--- config.mk ---
export PLATFORM = sky130hd
export DESIGN_NAME = add_serial
export DESIGN_NICKNAME = d
export VERILOG_FILES = /design/src/rtl/add_pkg.sv /design/src/rtl/FullAdder.sv /design/src/rtl/add_slice.sv /design/src/rtl/add_serial.sv
export SDC_FILE = /design/constraint.sdc
export NUM_CORES = 1
export LEC_CHECK = 0
export CORE_MARGIN = 2
export CORE_UTILIZATION = 45
export CTS_CLUSTER_SIZE = 14
export DETAILED_ROUTE_END_ITERATION = 8
export GPL_ROUTABILITY_DRIVEN = 0
export PLACE_DENSITY = 0.8
export SLEW_MARGIN = 40
export SYNTH_ARGS = -nofsm -noshare
export SYNTH_HDL_FRONTEND = slang
export SYNTH_SLANG_ARGS = --single-unit
--- constraint.sdc ---
create_clock -name clk -period 2.2 [get_ports clk]
set_input_delay 0.22 -clock clk [delete_from_list [all_inputs] [get_ports clk]]
set_output_delay 0.22 -clock clk [all_outputs]
set_load 0.05 [all_outputs]
--- src/rtl/add_pkg.sv ---
// Shared types and default sizing for the digit-serial adder/subtractor.
package add_pkg;

    localparam int ADD_WIDTH = 16;
    localparam int ADD_DIGIT = 4;

    typedef enum logic [1:0] {
        IDLE = 2'd0,
        RUN  = 2'd1,
        DONE = 2'd2
    } state_t;

endpackage

--- src/rtl/FullAdder.sv ---
// Single-bit full adder cell used to build the ripple slice.
module FullAdder (
    input  logic a,
    input  logic b,
    input  logic cin,
    output logic s,
    output logic cout
);

    assign s    = a ^ b ^ cin;
    assign cout = (a & b) | (cin & (a ^ b));

endmodule

--- src/rtl/add_slice.sv ---
// DIGIT-bit ripple-carry slice built from FullAdder cells; also exposes the
// carry into its top bit so the caller can derive signed overflow.
module add_slice
    import add_pkg::*;
#(
    parameter int DIGIT = ADD_DIGIT
) (
    input  logic [DIGIT-1:0] a,
    input  logic [DIGIT-1:0] b,
    input  logic             cin,
    output logic [DIGIT-1:0] sum,
    output logic             cout,
    output logic             cmsb
);

    logic [DIGIT:0] c;

    assign c[0] = cin;

    for (genvar i = 0; i < DIGIT; i++) begin : g_bit
        FullAdder u_fa (
            .a    (a[i]),
            .b    (b[i]),
            .cin  (c[i]),
            .s    (sum[i]),
            .cout (c[i+1])
        );
    end

    assign cout = c[DIGIT];
    assign cmsb = c[DIGIT-1];

endmodule

--- src/rtl/add_serial.sv ---
// Digit-serial adder/subtractor: processes DIGIT bits per clock, LSB slice
// first, and publishes the full WIDTH-bit result with carry and overflow.
module add_serial
    import add_pkg::*;
#(
    parameter int WIDTH = ADD_WIDTH,
    parameter int DIGIT = ADD_DIGIT
) (
    input  logic             clk,
    input  logic             reset_n,
    input  logic             start,
    input  logic [WIDTH-1:0] a,
    input  logic [WIDTH-1:0] b,
    input  logic             sub,
    input  logic             cin,
    output logic             busy,
    output logic             done,
    output logic [WIDTH-1:0] out,
    output logic             cout,
    output logic             ovf
);

    localparam int N     = WIDTH / DIGIT;
    localparam int CNT_W = (N > 1) ? $clog2(N) : 1;

    if (DIGIT < 1 || WIDTH < DIGIT || (WIDTH % DIGIT) != 0) begin : g_bad_params
        $error("add_serial: WIDTH must be a positive multiple of DIGIT");
    end

    state_t             state;
    state_t             state_nxt;
    logic               load;
    logic               step;

    logic [WIDTH-1:0]   a_sh;
    logic [WIDTH-1:0]   b_sh;
    logic [WIDTH-1:0]   res_sh;
    logic               carry;
    logic [CNT_W-1:0]   cnt;
    logic               last;

    logic [DIGIT-1:0]   slice_sum;
    logic               slice_cout;
    logic               slice_cmsb;
    logic [WIDTH+DIGIT-1:0] res_cat;
    logic [WIDTH-1:0]   res_nxt;

    add_slice #(
        .DIGIT (DIGIT)
    ) u_slice (
        .a    (a_sh[DIGIT-1:0]),
        .b    (b_sh[DIGIT-1:0]),
        .cin  (carry),
        .sum  (slice_sum),
        .cout (slice_cout),
        .cmsb (slice_cmsb)
    );

    // New slice enters at the top; after N steps the LSB slice sits at bit 0.
    assign res_cat = {slice_sum, res_sh};
    assign res_nxt = res_cat[WIDTH+DIGIT-1:DIGIT];
    assign last    = (cnt == CNT_W'(N - 1));

    always_ff @(posedge clk) begin
        if (!reset_n) begin
            state <= IDLE;
        end else begin
            state <= state_nxt;
        end
    end

    always_comb begin
        state_nxt = state;
        load      = 1'b0;
        step      = 1'b0;
        busy      = 1'b0;
        done      = 1'b0;
        case (state)
            IDLE: begin
                if (start) begin
                    load      = 1'b1;
                    state_nxt = RUN;
                end
            end
            RUN: begin
                busy = 1'b1;
                step = 1'b1;
                if (last) begin
                    state_nxt = DONE;
                end
            end
            DONE: begin
                done = 1'b1;
                if (start) begin
                    load      = 1'b1;
                    state_nxt = RUN;
                end else begin
                    state_nxt = IDLE;
                end
            end
            default: begin
                state_nxt = IDLE;
            end
        endcase
    end

    // Subtraction is a + ~b + 1, so sub forces the initial carry to one.
    always_ff @(posedge clk) begin
        if (!reset_n) begin
            a_sh   <= '0;
            b_sh   <= '0;
            res_sh <= '0;
            carry  <= 1'b0;
            cnt    <= '0;
            out    <= '0;
            cout   <= 1'b0;
            ovf    <= 1'b0;
        end else if (load) begin
            a_sh  <= a;
            b_sh  <= sub ? ~b : b;
            carry <= sub ? 1'b1 : cin;
            cnt   <= '0;
        end else if (step) begin
            a_sh   <= a_sh >> DIGIT;
            b_sh   <= b_sh >> DIGIT;
            res_sh <= res_nxt;
            carry  <= slice_cout;
            cnt    <= cnt + CNT_W'(1);
            if (last) begin
                out  <= res_nxt;
                cout <= slice_cout;
                ovf  <= slice_cmsb ^ slice_cout;
            end
        end
    end

endmodule

* Yosys cells after proc, flatten, opt, wreduce, memory -nomap -nowiden
Index checks and enable logic that the tools add are counted.
** Word-level totals
- Flip-flop bits (word level) :: 71
- Input port bits :: 37
- Output and inout bits :: 20
- Logic and storage cells :: 62
** Cells by class
- Add/subtract/negate cells :: 1
- Eq/ne operators :: 5
- Muxes and demuxes :: 16
- Bitwise operators :: 24
- Reduce and logical (&&, ||, !) cells :: 7
** Operator list (number)
- two-way mux 16 bit :: 5
- NOT 16 bit :: 1
- XOR 1 bit :: 9
- AND 1 bit :: 8
- two-way mux 1 bit :: 8
- one-hot mux 2 bit (3 select lines) :: 1
- == test 2 bit (second input constant) :: 2
- two-way mux 2 bit :: 2
- != test 2 bit (second input constant) :: 2
- bitwise OR 1 bit :: 4
- AND reduction 2 bit :: 2
- OR reduction 2 bit :: 2
- AND reduction 3 bit :: 1
- adder 2 x 1 -> 2 bit (second input constant) :: 1
- == test 2 x 1 -> 1 bit (second input constant) :: 1
- zero test 2 bit :: 1
- NOT 1 bit :: 2
- nonzero test 2 bit :: 1

* Longest topological paths before layout
- Depth after elaboration :: 11
- Gate-level depth with buffers :: 10
- Depth with buffers taken out :: 10

* Modules after synthesis
Synthesis repeated with hierarchy kept, for this count alone.
** Unflattened totals
- Cells, all modules :: 332
- Area, all modules :: 2773.9 um^2
** Modules (own cells, without submodules)
- add_serial :: times used 1, cells an instance 328, area an instance 2693.8 um^2, seq. area each 1341.3 um^2
- FullAdder :: times used 4, cells an instance 1, area an instance 20.0 um^2, seq. area each 0.0 um^2

* Worst setup path before layout
No wires, ideal clock.
- Kind :: reg-to-reg
- From :: register carry
- To :: register out[15]
- Library setup time :: 0.059 ns
- Arrival time :: 2.158 ns
- Required time :: 2.141 ns
- Slack :: -0.017 ns
- Cell stages (with the launch flop) :: 10
- Path buffers :: 0
- Clock period less this slack :: 2.217 ns
- Cell sequence :: dfxtp_1 inv_1 fa_1 inv_1 fa_1 fa_1 inv_1 fa_1 nand2_1 o211a_1
** On the way
- Cells in the longest elaborated chain, start to end :: 7
** RTL lines
- start: declaration :: line add_serial.sv:38 : logic carry;
- start signal: assignment :: line add_serial.sv:121 : carry <= sub ? 1'b1 : cin;
- start signal: assignment :: line add_serial.sv:127 : carry <= slice_cout;
- AND 1 bit :: line FullAdder.sv:11 : assign cout = (a & b) | (cin & (a ^ b));
- bitwise OR 1 bit :: line FullAdder.sv:11
- AND 1 bit :: line FullAdder.sv:11
- bitwise OR 1 bit :: line FullAdder.sv:11
- AND 1 bit :: line FullAdder.sv:11
- bitwise OR 1 bit :: line FullAdder.sv:11
- XOR 1 bit :: line FullAdder.sv:10 : assign s = a ^ b ^ cin;
- end signal: assignment :: line add_serial.sv:130 : out <= res_nxt;
- end: declaration :: line add_serial.sv:18 : output logic [WIDTH-1:0] out,
No other way between the ends.
A chain may end at the register's enable or synchronous reset.

* Worst setup path in the final report
Same ends and word-level chain as after synthesis.

==> results.py <==
metrics = {
    "status": {
        "status": "finished clean",
    },
    "floorplanning": {
        "fp.coreArea_mm2": 0.006386,
        "row_count": 29,
        "initial_utilization_pct": 46.79,
        "die_x_um": 85.49,
        "dieArea_mm2": 0.007308,
        "io_pins": 57,
        "die_h_um": 85.49,
    },
    "synthesis": {
        "syn_area_per_cell_um2": 9.000,
        "synth_nets": 374,
        "synthXorXnorAreaFrac_pct": 5.276,
        "synth_area_mm2": 0.002988,
        "synth_top_family_by_area": "compound AO/OA/AOI/OAI gates",
        "synth-seq-area-share_pct": 44.89,
        "synthMuxAreaShare_pct": 0,
        "synth.distinct_cells": 32,
        "synth_compound_area_share_pct": 21.65,
        "synth-seq-cells": 67,
        "synth-adder-area-share_pct": 3.099,
        "ys_warn_count": 0,
        "synth_simple_gate_area_share_pct": 16.83,
        "synthCells": 332,
    },
    "timing": {
        "rsz0062_at_grt": "false",
        "fin_crit_sh_pct": 96.62,
        "fmax_ghz": 0.4704,
        "fin_crit_ps": 2126,
        "worst_pin_slew_ps": 633.1,
        "slew-limit-headroom_pct": 57.79,
        "clock_skew_ps": 9.847,
        "setup_viol": 0,
        "slew_viol_final": 0,
        "holdWs_ps": 447.8,
        "hold_viol": 0,
    },
    "final_layout": {
        "fin_nets": 421,
        "post-route-util_pct": 58.01,
        "drive_gt1_share_pct": 9.922,
        "final_common_cell": "nand2_1",
        "final_cell_mix": "77 x nand2_1, 66 x dfxtp_1, 54 x clkdlybuf4s50_1, 25 x a21boi_0",
        "syn2layout_area_growth_pct": 23.99,
        "diodes": 0,
    },
    "critical_path": {
        "cp_num_buf_inv": 3,
        "cp.arrival_ps": 2390,
        "crit_path_end_kind": "register",
        "cpMostUsedCell": "fa_2",
        "startpoint_type": "register",
        "worstPathMaxFanout": 2,
        "r2r_setup_slack_ps": 70,
        "max_stage_delay_ps": 440,
        "crit_family": "adder cells",
        "crit_slowest_cell": "fa_2",
        "cp_cell_sequence": "inv_2 -> fa_2 -> inv_2 -> fa_2 -> fa_2 -> inv_2 -> fa_2 -> nand2_1 -> o211a_1",
        "required_ps": 2470,
        "criticalPathCategory": "register to register",
    },
    "pwr": {
        "power_density_mw_per_mm2": 695.8,
        "p_leak_nw": 1.371,
        "peakVddDrop_v": 0.0004161,
    },
    "flow_run": {
        "drv_cap": 0,
    },
    "clocking": {
        "numCtsBuffers": 9,
        "cts-root-buf": "clkbuf_8",
        "tritoncts": "done",
        "clk_pin_slew_ps": 70,
        "htreeDepth": 3,
        "insertion_delay_ps": 330,
        "cts_hold_buf": 0,
        "max-clock-path-buffers": 2,
        "cts.sink_count": 67,
    },
    "global_routing": {
        "grt_max_degree": 43,
        "antenna_found_initial": 0,
        "grt.overflow.total": 0,
        "grt_pass1_wl_um": 10050,
        "grt_usage_pct": 16.74,
        "grt_pass1_vias": 2362,
    },
    "placement": {
        "portBuffers": 56,
        "dp_hpwl_um": 3921,
    },
    "route": {
        "wl_um": 5788,
        "dr_total_vias": 2374,
        "viasPerCell": 5.161,
        "drc": 0,
        "detail_route.iter0.violations": 82,
        "antenna_left": 0,
        "dr.pass1.iters": 4,
        "wl_per_cell_um": 12.58,
    },
    "min_path": {
        "min_path_type": "input port to register",
    },
}
==> stage by stage <==
stage	power, mW	setup TNS (ps)	cell area [µm²]	cells	setup WS [ps]
2_1_floorplan	1.576	0	2990	332	15.62
3_3_place_gp	1.669	-36.22	3506	444	-36.22
3_5_place_dp	1.681	-226.0	3506	444	-124.2
4_1_cts	2.604	0	3694	459	57.44
5_1_grt	2.697	0	3705	460	7.520
6_report	2.578	0	3705	460	74.32
==> area by class of cell <==
cell class	count	area [µm²]
multi-input cells	228	1418
flip-flops and latches	67	1343
clock inverters	1	7.507
repair buffers	65	633.1
fillers	584	2681
inverters	8	35.03
well taps	77	96.34
clock buffers	14	172.7
==> final timing paths <==
path | startpoint | to | cells past startpoint
setup reg to reg | carry | out[15] | 9
setup / recovery | carry | out[15] | 9
hold reg to reg | res_sh[6] | res_sh[6] | 2
hold / removal | a[15] | a_sh[15] | 3
==> power by group <==
group          internal [mW]  total (mW)  switching (mW)
combinational          0.168       0.349           0.181
sequential              1.27        1.31          0.0360
clock                  0.497       0.919           0.422
total                   1.94        2.58           0.639
==> sequential cells by signal, indices dropped and copies added (netlist names) <==
register,count
b_sh,16
a_sh,16
ovf,1
state,2
out,16
carry,1
res_sh,12
cnt,2
cout,1
==> worst min-delay path, cell delays in order <==
cell             delay (ps)
clkdlybuf4s50_1         400
nand2_1                  60
a21boi_1                 50
==> Yosys cell counts <==
cell	instances	area [µm²]
o22ai_1	1	6.260
inv_6	1	8.760
buf_2	7	35.03
a21boi_0	26	195.2
buf_6	8	90.09
a31oi_1	6	37.54
fa_1	4	80.08
and2_1	2	12.51
o21a_1	1	7.510
nand3b_1	1	7.510
buf_4	9	67.56
and3b_1	1	8.760
nor3_2	1	10.01
o21ai_0	7	35.03
dfxtp_1	67	1341
nor2_1	4	15.01
clkbuf_1	5	18.77
inv_1	7	26.28
a22oi_1	16	120.1
ha_1	1	12.51
nand2_1	78	292.8
nand2b_1	2	12.51
a21oi_1	1	5.000
nor2b_1	1	6.260
xor2_1	16	140.1
nor3_1	2	10.01
o211a_1	5	50.05
and2b_1	1	7.510
a21boi_1	23	172.7
nand3_1	24	120.1
o221ai_1	2	17.52
xnor2_1	2	17.52
==> layer usage <==
| layer | GRT usage (%) | wire length, µm | vias to the layer above |
|---|---|---|---|
| met4 | 6.205 | 88 | 0 |
| li1 | - | - | 1209 |
| met2 | 29.97 | 2902 | 53 |
| met3 | 3.307 | 227 | 11 |
| met1 | 19.71 | 2569 | 1101 |
| met5 | 0 | 0 | - |
==> cells by family after synthesis <==
| kind of cell | count (synthesis) |
|---|---|
| AOI/OAI and AO/OA | 88 |
| xor gates and xnor gates | 18 |
| adders and majority gates | 5 |
| buffers and inverters | 37 |
| DFF | 67 |
| and+or+nand+nor | 117 |
==> what timing repair did <==
item	in CTS	in global routing
buffers inserted	0	1
pin swaps	2	4
endpoints found under the setup margin	4	2
resized for setup	7	3
Note: power is estimated with default switching activity, not from simulation.
==> patch, RTL diff (same flow settings) <==
The 3 states of `state_t` get a one-hot encoding in 3 bits.
--- a/src/rtl/add_pkg.sv
+++ b/src/rtl/add_pkg.sv
@@ -5,8 +5,8 @@
     localparam int ADD_DIGIT = 4;
 
-    typedef enum logic [1:0] {
-        IDLE = 2'd0,
-        RUN  = 2'd1,
-        DONE = 2'd2
+    typedef enum logic [2:0] {
+        IDLE = 3'b001,
+        RUN  = 3'b010,
+        DONE = 3'b100
     } state_t;
 
Function: no difference found for any inputs over 10 cycles, from zero or initial values and one cycle with reset_n low; not proved beyond that.
==> patch against the original RTL <==
Highest routed layer unchanged. Largest power group unchanged. Global-route usage grew 2.6 points. Total power rose by 9.4%. Critical path type unchanged. Routed wire length rose by 16%. Count of clock-buffer cells in the layout shrank 5. Worst setup slack improved by 0.020 ns. Sequential cell count grew 1. Final area up 6.4%. Area after synthesis grew 3.9%.
==> patch: results (changes against the original RTL) <==
{
  "final_layout": {
    "post_route_cells_drive_above_1_share": {"value": 12.1, "unit": "%", "change": "was 9.92%"},
    "final_nets": {"value": 426, "change": "was 421"},
    "fin_cells": {"value": 469, "change": "was 460"}
  },
  "power_and_ir_drop": {
    "worst_ir_drop_vdd": {"value": 0.511, "unit": "mV", "change": "was 0.416 mV"},
    "switchingPower": {"value": 713, "unit": "µW", "change": "was 639 µW"},
    "power.share.combinational": {"value": 12.0, "unit": "%", "change": "was 13.5%"},
    "power_clock": {"value": 1.15, "unit": "mW", "change": "was 919 µW"}
  },
  "place": {
    "placement.cell_area": {"value": 3690, "unit": "µm²", "change": "was 3510 µm²"},
    "hpwlAfterDp": {"value": 4670, "unit": "µm", "change": "was 3920 µm"},
    "dpl.cell_count": {"value": 452, "change": "was 444"},
    "placement.setup.worst_slack": {"value": -0.114, "unit": "ns", "change": "was -0.124 ns"}
  },
  "synthesis": {
    "xor_xnor_cell_area_share_of_the_yosys_netlist": {"value": 5.60, "unit": "%", "change": "was 5.28%"},
    "synth_mux_area_share": {"value": 0.363, "unit": "%", "change": "was 0%"},
    "netlist_top_cells_count": {"value": "87 x sky130_fd_sc_hd__nand2_1, 68 x sky130_fd_sc_hd__dfxtp_1, 25 x sky130_fd_sc_hd__a21boi_0", "change": "was 78 x sky130_fd_sc_hd__nand2_1, 67 x sky130_fd_sc_hd__dfxtp_1, 26 x sky130_fd_sc_hd__a21boi_0, 24 x sky130_fd_sc_hd__nand3_1, 23 x sky130_fd_sc_hd__a21boi_1"},
    "synth.area.top_cells": {"value": "sky130_fd_sc_hd__dfxtp_1 44%, sky130_fd_sc_hd__nand2_1 11%, sky130_fd_sc_hd__a21boi_0 6.0%, sky130_fd_sc_hd__a32o_1 5.2%, sky130_fd_sc_hd__xor2_1 4.5%", "change": "was sky130_fd_sc_hd__dfxtp_1 45%, sky130_fd_sc_hd__nand2_1 9.8%, sky130_fd_sc_hd__a21boi_0 6.5%, sky130_fd_sc_hd__a21boi_1 5.8%, sky130_fd_sc_hd__xor2_1 4.7%"},
    "synth_cell_type_count": {"value": 39, "change": "was 32"},
    "synth_nets": {"value": 379, "change": "was 374"}
  },
  "routing": {
    "dr.first_iter.drc_count": {"value": 114, "change": "was 82"}
  },
  "setup_path": {
    "setup.reg_to_reg.worst_slack": {"value": 0.09, "unit": "ns", "change": "was 0.07 ns"}
  },
  "status": {
    "outcome": {"value": "completed", "change": "unchanged"}
  },
  "clocking": {
    "cells_resized_by_post_cts_repair": {"value": 5, "change": "was 7"},
    "clk-insertion-delay-late": {"value": 0.35, "unit": "ns", "change": "was 0.33 ns"}
  },
  "global_routing": {
    "grt_use_total": {"value": 19.3, "unit": "%", "change": "was 16.7%"},
    "grt_first_pass_wirelength": {"value": 11400, "unit": "µm", "change": "was 10000 µm"},
    "grt_max_degree": {"value": 37, "change": "was 43"}
  },
  "timing": {
    "fmax": {"value": 0.475, "unit": "GHz", "change": "was 0.470 GHz"},
    "worst_clock_skew": {"value": 0.0102, "unit": "ns", "change": "was 0.00985 ns"}
  }
}
-- patch: changes by cell type after synthesis, moves of 10 or more --
cell,delta
sky130_fd_sc_hd__a31oi_1,+10
sky130_fd_sc_hd__a21boi_1,-23
sky130_fd_sc_hd__a22oi_1,-16
sky130_fd_sc_hd__nand3_1,-24
sky130_fd_sc_hd__o31ai_1,+16
sky130_fd_sc_hd__and3_1,+11
sky130_fd_sc_hd__a32o_1,+16
-- patch: metal layers --
layer	vias up	track usage [%]	share of wire [%]	wire length, µm
li1	1281	-	-	-
met1	1185	23.5	43	2920
met2	77	31.9	50	3340
met3	8	6.92	5.7	380
met4	0	5.97	1.2	82
met5	-	0	0	0
-- patch: cell families after synthesis --
| family | after synthesis |
|---|---|
| and+or+nand+nor | 116 |
| AOI/OAI and AO/OA | 89 |
| DFF | 68 |
| buffers and inverters | 39 |
| xor gates and xnor gates | 19 |
| adders and majority gates | 5 |
| muxes | 1 |
-- patch: how the worst min path moves through the flow --
| stage | startpoint | end | cells after the start | slack (ns) |
|---|---|---|---|---|
| 6_report | reset_n | state[0] | 2 | 0.34 |
| 5_1_grt | reset_n | state[0] | 2 | 0.37 |
| 4_1_cts | reset_n | state[0] | 2 | 0.33 |
| 3_5_place_dp | res_sh[5] | res_sh[5] | 2 | 0.46 |
| 3_3_place_gp | b_sh[14] | b_sh[14] | 1 | 0.45 |
| 2_1_floorplan | a[12] | a_sh[12] | 1 | 0.38 |
-- patch: layout make-up --
type	instances	area, µm²
Inverter	8	32.5
Timing Repair Buffer	67	649
Sequential cell	68	1360
Multi-Input combinational cell	230	1570
Fill cell	574	2780
Tap cell	80	100
Clock inverter	7	100
Clock buffer	9	124
